## config.mk

```make
export PLATFORM = sky130hd
export DESIGN_NAME = hazard_scoreboard_flat
export DESIGN_NICKNAME = d
export VERILOG_FILES = /design/src/rtl/hazard_scoreboard_if.sv /design/src/rtl/hazard_scoreboard.sv /design/src/flat_wrapper.sv
export SDC_FILE = /design/constraint.sdc
export NUM_CORES = 1
export LEC_CHECK = 0
export ABC_AREA = 1
export CAP_MARGIN = 20
export CORE_MARGIN = 3
export CORE_UTILIZATION = 65
export CTS_BUF_LIST = sky130_fd_sc_hd__clkbuf_2 sky130_fd_sc_hd__clkbuf_4 sky130_fd_sc_hd__clkbuf_8
export DETAILED_ROUTE_END_ITERATION = 6
export PLACE_DENSITY = 0.85
export SKIP_LAST_GASP = 1
export SYNTH_ARGS = -nofsm -noshare
export SYNTH_HDL_FRONTEND = slang
export SYNTH_SLANG_ARGS = --single-unit
```

## constraint.sdc

```tcl
create_clock -name clk -period 3.5 [get_ports clk]
set_input_delay 0.525 -clock clk [delete_from_list [all_inputs] [get_ports clk]]
set_output_delay 0.525 -clock clk [all_outputs]
set_load 0.02 [all_outputs]
```

## src/rtl/hazard_scoreboard_if.sv

```systemverilog
// hazard_scoreboard_if: issue/forwarding bundle between decode (master) and the hazard scoreboard (slave).
interface hazard_scoreboard_if #(
    parameter int NREGS      = 32,
    parameter int PIPE_DEPTH = 3,
    parameter int MAX_LAT    = 3
);
    localparam int RA_W  = $clog2(NREGS);
    localparam int STG_W = $clog2(PIPE_DEPTH + 1);
    localparam int LAT_W = $clog2(MAX_LAT + 1);
    logic             iss_valid;
    logic [RA_W-1:0]  iss_rs1;
    logic             iss_rs1_use;
    logic [RA_W-1:0]  iss_rs2;
    logic             iss_rs2_use;
    logic [RA_W-1:0]  iss_rd;
    logic             iss_we;
    logic [LAT_W-1:0] iss_lat;
    logic             flush;
    logic             iss_ready;
    logic             stall;
    logic [STG_W-1:0] fwd_rs1_sel;
    logic [STG_W-1:0] fwd_rs2_sel;
    logic [31:0]      stall_cnt;
    modport master (
        output iss_valid, iss_rs1, iss_rs1_use, iss_rs2, iss_rs2_use, iss_rd, iss_we, iss_lat, flush,
        input  iss_ready, stall, fwd_rs1_sel, fwd_rs2_sel, stall_cnt
    );
    modport slave (
        input  iss_valid, iss_rs1, iss_rs1_use, iss_rs2, iss_rs2_use, iss_rd, iss_we, iss_lat, flush,
        output iss_ready, stall, fwd_rs1_sel, fwd_rs2_sel, stall_cnt
    );
endinterface

```

## src/rtl/hazard_scoreboard.sv

```systemverilog
// hazard_scoreboard: per-register in-flight write tracker giving stall and forwarding-stage selects.
// Optional stall-cycle counter enabled by defining HAZARD_STATS_EN.
module hazard_scoreboard #(
    parameter int NREGS      = 32,
    parameter int PIPE_DEPTH = 3,
    parameter int MAX_LAT    = 3,
    parameter int FLUSH_AGE  = 1
) (
    input logic               clk,
    input logic               rst,
    hazard_scoreboard_if.slave bus
);
    localparam int RA_W  = $clog2(NREGS);
    localparam int STG_W = $clog2(PIPE_DEPTH + 1);
    localparam int LAT_W = $clog2(MAX_LAT + 1);
    logic [STG_W-1:0] age_q [NREGS];
    logic [STG_W-1:0] age_d [NREGS];
    logic [LAT_W-1:0] cnt_q [NREGS];
    logic [LAT_W-1:0] cnt_d [NREGS];
    logic             hit1, hit2, blk1, blk2, go, accept;
    logic [LAT_W-1:0] lat_sat;
    always_comb begin
        hit1 = bus.iss_rs1_use && bus.iss_rs1 != '0 && age_q[bus.iss_rs1] != '0;
        hit2 = bus.iss_rs2_use && bus.iss_rs2 != '0 && age_q[bus.iss_rs2] != '0;
        blk1 = hit1 && cnt_q[bus.iss_rs1] != '0;
        blk2 = hit2 && cnt_q[bus.iss_rs2] != '0;
        go = ~rst & bus.iss_valid;
        bus.stall = go & ~bus.flush & (blk1 | blk2);
        bus.iss_ready = go & ~bus.flush & ~(blk1 | blk2);
        bus.fwd_rs1_sel = (go & hit1) ? age_q[bus.iss_rs1] : '0;
        bus.fwd_rs2_sel = (go & hit2) ? age_q[bus.iss_rs2] : '0;
        accept = bus.iss_ready & bus.iss_we & (bus.iss_rd != '0);
        lat_sat = (bus.iss_lat > LAT_W'(MAX_LAT)) ? LAT_W'(MAX_LAT) : bus.iss_lat;
        for (int r = 0; r < NREGS; r++) begin
            age_d[r] = (age_q[r] == '0 || age_q[r] == STG_W'(PIPE_DEPTH) ||
                        (bus.flush && age_q[r] <= STG_W'(FLUSH_AGE))) ? '0 : age_q[r] + STG_W'(1);
            cnt_d[r] = (age_d[r] == '0 || cnt_q[r] == '0) ? '0 : cnt_q[r] - LAT_W'(1);
            // The issue cycle itself counts toward the latency, so an ALU result (lat=1) never blocks.
            if (accept && bus.iss_rd == RA_W'(r)) begin
                age_d[r] = STG_W'(1);
                cnt_d[r] = (lat_sat == '0) ? '0 : lat_sat - LAT_W'(1);
            end
        end
    end
    always_ff @(posedge clk) begin
        if (rst) begin
            age_q <= '{default: '0};
            cnt_q <= '{default: '0};
        end else begin
            age_q <= age_d;
            cnt_q <= cnt_d;
        end
    end
`ifdef HAZARD_STATS_EN
    logic [31:0] stall_cnt_q, stall_cnt_d;
    assign stall_cnt_d = (bus.stall && stall_cnt_q != '1) ? stall_cnt_q + 32'd1 : stall_cnt_q;
    always_ff @(posedge clk) begin
        if (rst) stall_cnt_q <= '0;
        else     stall_cnt_q <= stall_cnt_d;
    end
    assign bus.stall_cnt = rst ? '0 : stall_cnt_q;
`else
    assign bus.stall_cnt = '0;
`endif
endmodule

```

## src/flat_wrapper.sv

```systemverilog
// flat-port wrapper written by rule: the top's interface ports become plain ports
module hazard_scoreboard_flat 
#(
    parameter int NREGS      = 32,
    parameter int PIPE_DEPTH = 3,
    parameter int MAX_LAT    = 3,
    parameter int FLUSH_AGE  = 1
)
  (clk, rst, bus_iss_valid, bus_iss_rs1, bus_iss_rs1_use, bus_iss_rs2, bus_iss_rs2_use, bus_iss_rd, bus_iss_we, bus_iss_lat, bus_flush, bus_iss_ready, bus_stall, bus_fwd_rs1_sel, bus_fwd_rs2_sel, bus_stall_cnt);
  hazard_scoreboard_if #(.NREGS(NREGS), .PIPE_DEPTH(PIPE_DEPTH), .MAX_LAT(MAX_LAT)) bus_i ();
  input logic clk;
  input logic rst;
  input wire logic [$bits(bus_i.iss_valid)-1:0] bus_iss_valid;
  input wire logic [$bits(bus_i.iss_rs1)-1:0] bus_iss_rs1;
  input wire logic [$bits(bus_i.iss_rs1_use)-1:0] bus_iss_rs1_use;
  input wire logic [$bits(bus_i.iss_rs2)-1:0] bus_iss_rs2;
  input wire logic [$bits(bus_i.iss_rs2_use)-1:0] bus_iss_rs2_use;
  input wire logic [$bits(bus_i.iss_rd)-1:0] bus_iss_rd;
  input wire logic [$bits(bus_i.iss_we)-1:0] bus_iss_we;
  input wire logic [$bits(bus_i.iss_lat)-1:0] bus_iss_lat;
  input wire logic [$bits(bus_i.flush)-1:0] bus_flush;
  output wire logic [$bits(bus_i.iss_ready)-1:0] bus_iss_ready;
  output wire logic [$bits(bus_i.stall)-1:0] bus_stall;
  output wire logic [$bits(bus_i.fwd_rs1_sel)-1:0] bus_fwd_rs1_sel;
  output wire logic [$bits(bus_i.fwd_rs2_sel)-1:0] bus_fwd_rs2_sel;
  output wire logic [$bits(bus_i.stall_cnt)-1:0] bus_stall_cnt;
  assign bus_i.iss_valid = bus_iss_valid;
  assign bus_i.iss_rs1 = bus_iss_rs1;
  assign bus_i.iss_rs1_use = bus_iss_rs1_use;
  assign bus_i.iss_rs2 = bus_iss_rs2;
  assign bus_i.iss_rs2_use = bus_iss_rs2_use;
  assign bus_i.iss_rd = bus_iss_rd;
  assign bus_i.iss_we = bus_iss_we;
  assign bus_i.iss_lat = bus_iss_lat;
  assign bus_i.flush = bus_flush;
  assign bus_iss_ready = bus_i.iss_ready;
  assign bus_stall = bus_i.stall;
  assign bus_fwd_rs1_sel = bus_i.fwd_rs1_sel;
  assign bus_fwd_rs2_sel = bus_i.fwd_rs2_sel;
  assign bus_stall_cnt = bus_i.stall_cnt;
  hazard_scoreboard #(.NREGS(NREGS), .PIPE_DEPTH(PIPE_DEPTH), .MAX_LAT(MAX_LAT), .FLUSH_AGE(FLUSH_AGE)) u_core (.clk(clk), .rst(rst), .bus(bus_i));
endmodule
```

==> metrics.md <==
| Metric | Value |
|---|---|
| Status | `complete, no violations` |
| Final Hold Viols | `0` |
| CP top delay family | `buffers and inverters` |
| Vias in the first global route | `9275` |
| Io pins | `slightly above 60` |
| WP buf/inv | `3` |
| XOR/XNOR Fraction of Synth Area | `0` |
| Post-synthesis mux area share | `0` |
| Critical path launch point type | `input pin` |
| WP data required | `a little under 3 ns` |
| Die width | `roughly 130 µm` |
| Vias/cell | `5.53` |
| CP endpoint kind | `output pin` |
| Nets | `1722` |
| Pre-antenna DRT Iters | `7` |
| Worst skew pair latency | `between 0.4 and 0.5 ns` |
| Slowest stage delay, CP | `~0.59 ns` |
| Slew Limit Fails | `0` |
| Final worst setup slack | `roughly 0.086 ns` |
| Endpoints failing setup | `0` |
| Slew @ Worst Pin | `around 0.70 ns` |
| Async S/R FF share, synth | `0` |
| Placed cells | `1767` |
| CTS tree | `done` |
| H-tree Lvls | `4` |
| Final global-route overflow total | `0` |
| GPL Wtd Cong | `1.07` |
| Slowest stage cell, crit path | `clkdlybuf4s50_1` |
| Ratio of cells with drive above 1 in the final layout | `0.0811` |
| Worst hold slack | `~0.42 ns` |
| Number of I/O port buffers | `29` |
| Kind of critical path | `input pin to output pin` |
| Area Overhead vs Synth | `10.2%` |
| Max Cap Viol | `0` |
| Fin crit share | `0.975` |
| Hold buffer count at CTS | `0` |
| Synth Area in Compound Gates | `0.0650` |
| Avg Inst Size Synth | `about 6.3 µm²` |
| Core Area | `14700 µm²` |
| Critical Path AT | `between 2 and 3 ns` |
| Routed wire length | `roughly 28000 µm` |
| CP dominant cell by count | `nand2_1` |
| Routed vias | `9955` |
| CTS root buf | `clkbuf_8` |
| Critical path fanouts, max | `18` |
| Total track usage | `0.348` |
| Setup bufs post-CTS | `0` |
| Starting DRT DRC Count | `1054` |
| Synth Warn # | `0` |
| Mapped cell area | `9850 µm²` |
| Average wire per standard cell | `around 16 µm` |
| Largest net degree at the start of global routing | `63` |
| Worst slew margin | `0.528` |
| Residual DRC | `0` |
| Antenna cell count | `0` |
| Die area | `16700 µm²` |
| Footprint of the multi-input gates | `roughly 6000 µm²` |
| ANT nets after route | `0` |
| Ys flop type | `dfxtp_1` |
| Synth Area in Adders | `0.122` |
| Initial antenna violation count | `0` |
| Clk buf depth | `2` |
| Peak supply drop | `0.254 mV` |
| Worst Skew | `0.00910 ns` |
| DP HPWL | `20700 µm` |
| Finished Layout Cells | `1799` |
| Clock Pin Slew Worst Setup and Hold Paths | `around 0.07 ns` |
| Hold Path Class | `flip-flop to flip-flop` |
| Register area share after synthesis | `0.260` |
| Clk sinks | `approximately 130` |
| Row Count | `44` |
| Initial Util | `0.670` |
| Number of CTS-inserted buffers | `17` |
| Fmax | `between 0.2 and 0.3 GHz` |
| Pre-CTS setup slack | `-0.0968 ns` |
| # fillers | `1218` |
| Fin crit period | `about 3.4 ns` |
| Main combinational cell family by area after synthesis | `simple AND/OR/NAND/NOR gates` |
| Register Area | `2560 µm²` |
| Distinct cell type count after synthesis | `28` |
| Number of synthesized flops with an enable pin | `0` |
| RSZ-0062 raised after global routing | `no` |
| Leak | `5.00 nW` |
| Cell Chain, Critical Path | `clkdlybuf4s50_1, buf_4, nand2_1, nand3_1, nand3_1, nand2_1, nand2_1, nand3_1, nand2_1, nand2_1, nand4_1, nor2_1, dlygate4sd2_1` |
| Register bit total from synthesis | `128` |
| Vert. Die Dim | `129 µm` |
| Cell Pwr Density | `296 nW/µm²` |
| Post-Synth Simple-Gate Area | `0.421` |
| Cell count after synthesis | `1562` |
| First-pass GRT wire length | `46100 µm` |
registers in the layout, summed over array words and instances, names as in the netlist:
| register | flops |
|---|---|
| u_core.age_q | 64 |
| u_core.cnt_q | 64 |
cell type report:
cell class / count / share of cell area
clock inverter: 11 / 0.0106
inverter: 187 / 0.0646
sequential: 128 / 0.236
tap: 184 / 0.0212
timing repair buffer: 88 / 0.0787
clock buffer: 21 / 0.0249
multi-input combinational: 1180 / 0.564
worst paths after layout:
| check | from | slack (ns) | depth (start not counted) | endpoint |
|---|---|---|---|---|
| max | bus_iss_rs2[0] | 0.09 | 13 | bus_fwd_rs2_sel[1] |
| min | u_core.cnt_q[62] | 0.42 | 1 | u_core.cnt_q[62] |
| max reg2reg | u_core.cnt_q[0] | 1.21 | 15 | u_core.cnt_q[49] |
| min reg2reg | u_core.cnt_q[62] | 0.42 | 1 | u_core.cnt_q[62] |
routing by layer:
metal,up-vias,share of wire,GRT usage
met2,522,0.46,0.578
met3,124,0.091,0.0717
met4,0,0.046,0.151
met5,-,0,0
met1,4422,0.40,0.439
li1,4887,-,-
stage by stage:
step,total power [mW],cell area [µm²],util,setup TNS [ns]
floorplan,1.81,9970,-,0
global placement,1.96,10500,0.712,-0.262
CTS,3.22,10900,0.738,-0.0779
global route,3.33,10900,0.739,0
finish,3.22,10900,0.739,0
detailed placement,1.96,10500,0.712,-0.282
kinds of logic after synthesis:
logic type | Yosys count
and+or+nand+nor | 960
buffers and inverters | 285
DFF | 128
adders and majority gates | 96
AOI/OAI and AO/OA | 92
other | 1
cell usage in the layout (no fill, tap or decap), types with 5 or more instances in the layout:
cell type	instances
nor2_1	371
nand2_1	322
nand3_1	216
inv_1	183
dfxtp_1	128
ha_1	96
buf_4	48
o21bai_1	32
conb_1	32
o21a_1	31
nor2_4	31
clkdlybuf4s50_1	23
clkbuf_8	18
nor3_1	12
o21ai_0	11
buf_12	10
a21oi_1	8
o211ai_1	7
clkinv_2	5
Yosys cell counts (12+ instances only):
cell | count | share of area
buf_2 | 20 | 0.010
buf_4 | 43 | 0.033
clkbuf_1 | 19 | 0.0072
dfxtp_1 | 128 | 0.26
ha_1 | 96 | 0.12
inv_1 | 183 | 0.070
nand2_1 | 322 | 0.12
nand3_1 | 216 | 0.11
nor2_1 | 373 | 0.14
nor2_4 | 31 | 0.035
nor3_1 | 12 | 0.0061
o21a_1 | 31 | 0.024
o21bai_1 | 32 | 0.024
repair_timing:
action,in CTS,in global routing
setup endpoints to repair,6,2
resized for setup,6,5
cloned,0,0
power breakdown:
group,leakage (nW),internal (mW),switching (mW)
registers,1.03,1.46,0.000982
clock network,0.192,0.667,0.608
logic,3.78,0.164,0.322
total,5.00,2.29,0.931
Note: power is estimated with default switching activity, not from simulation.
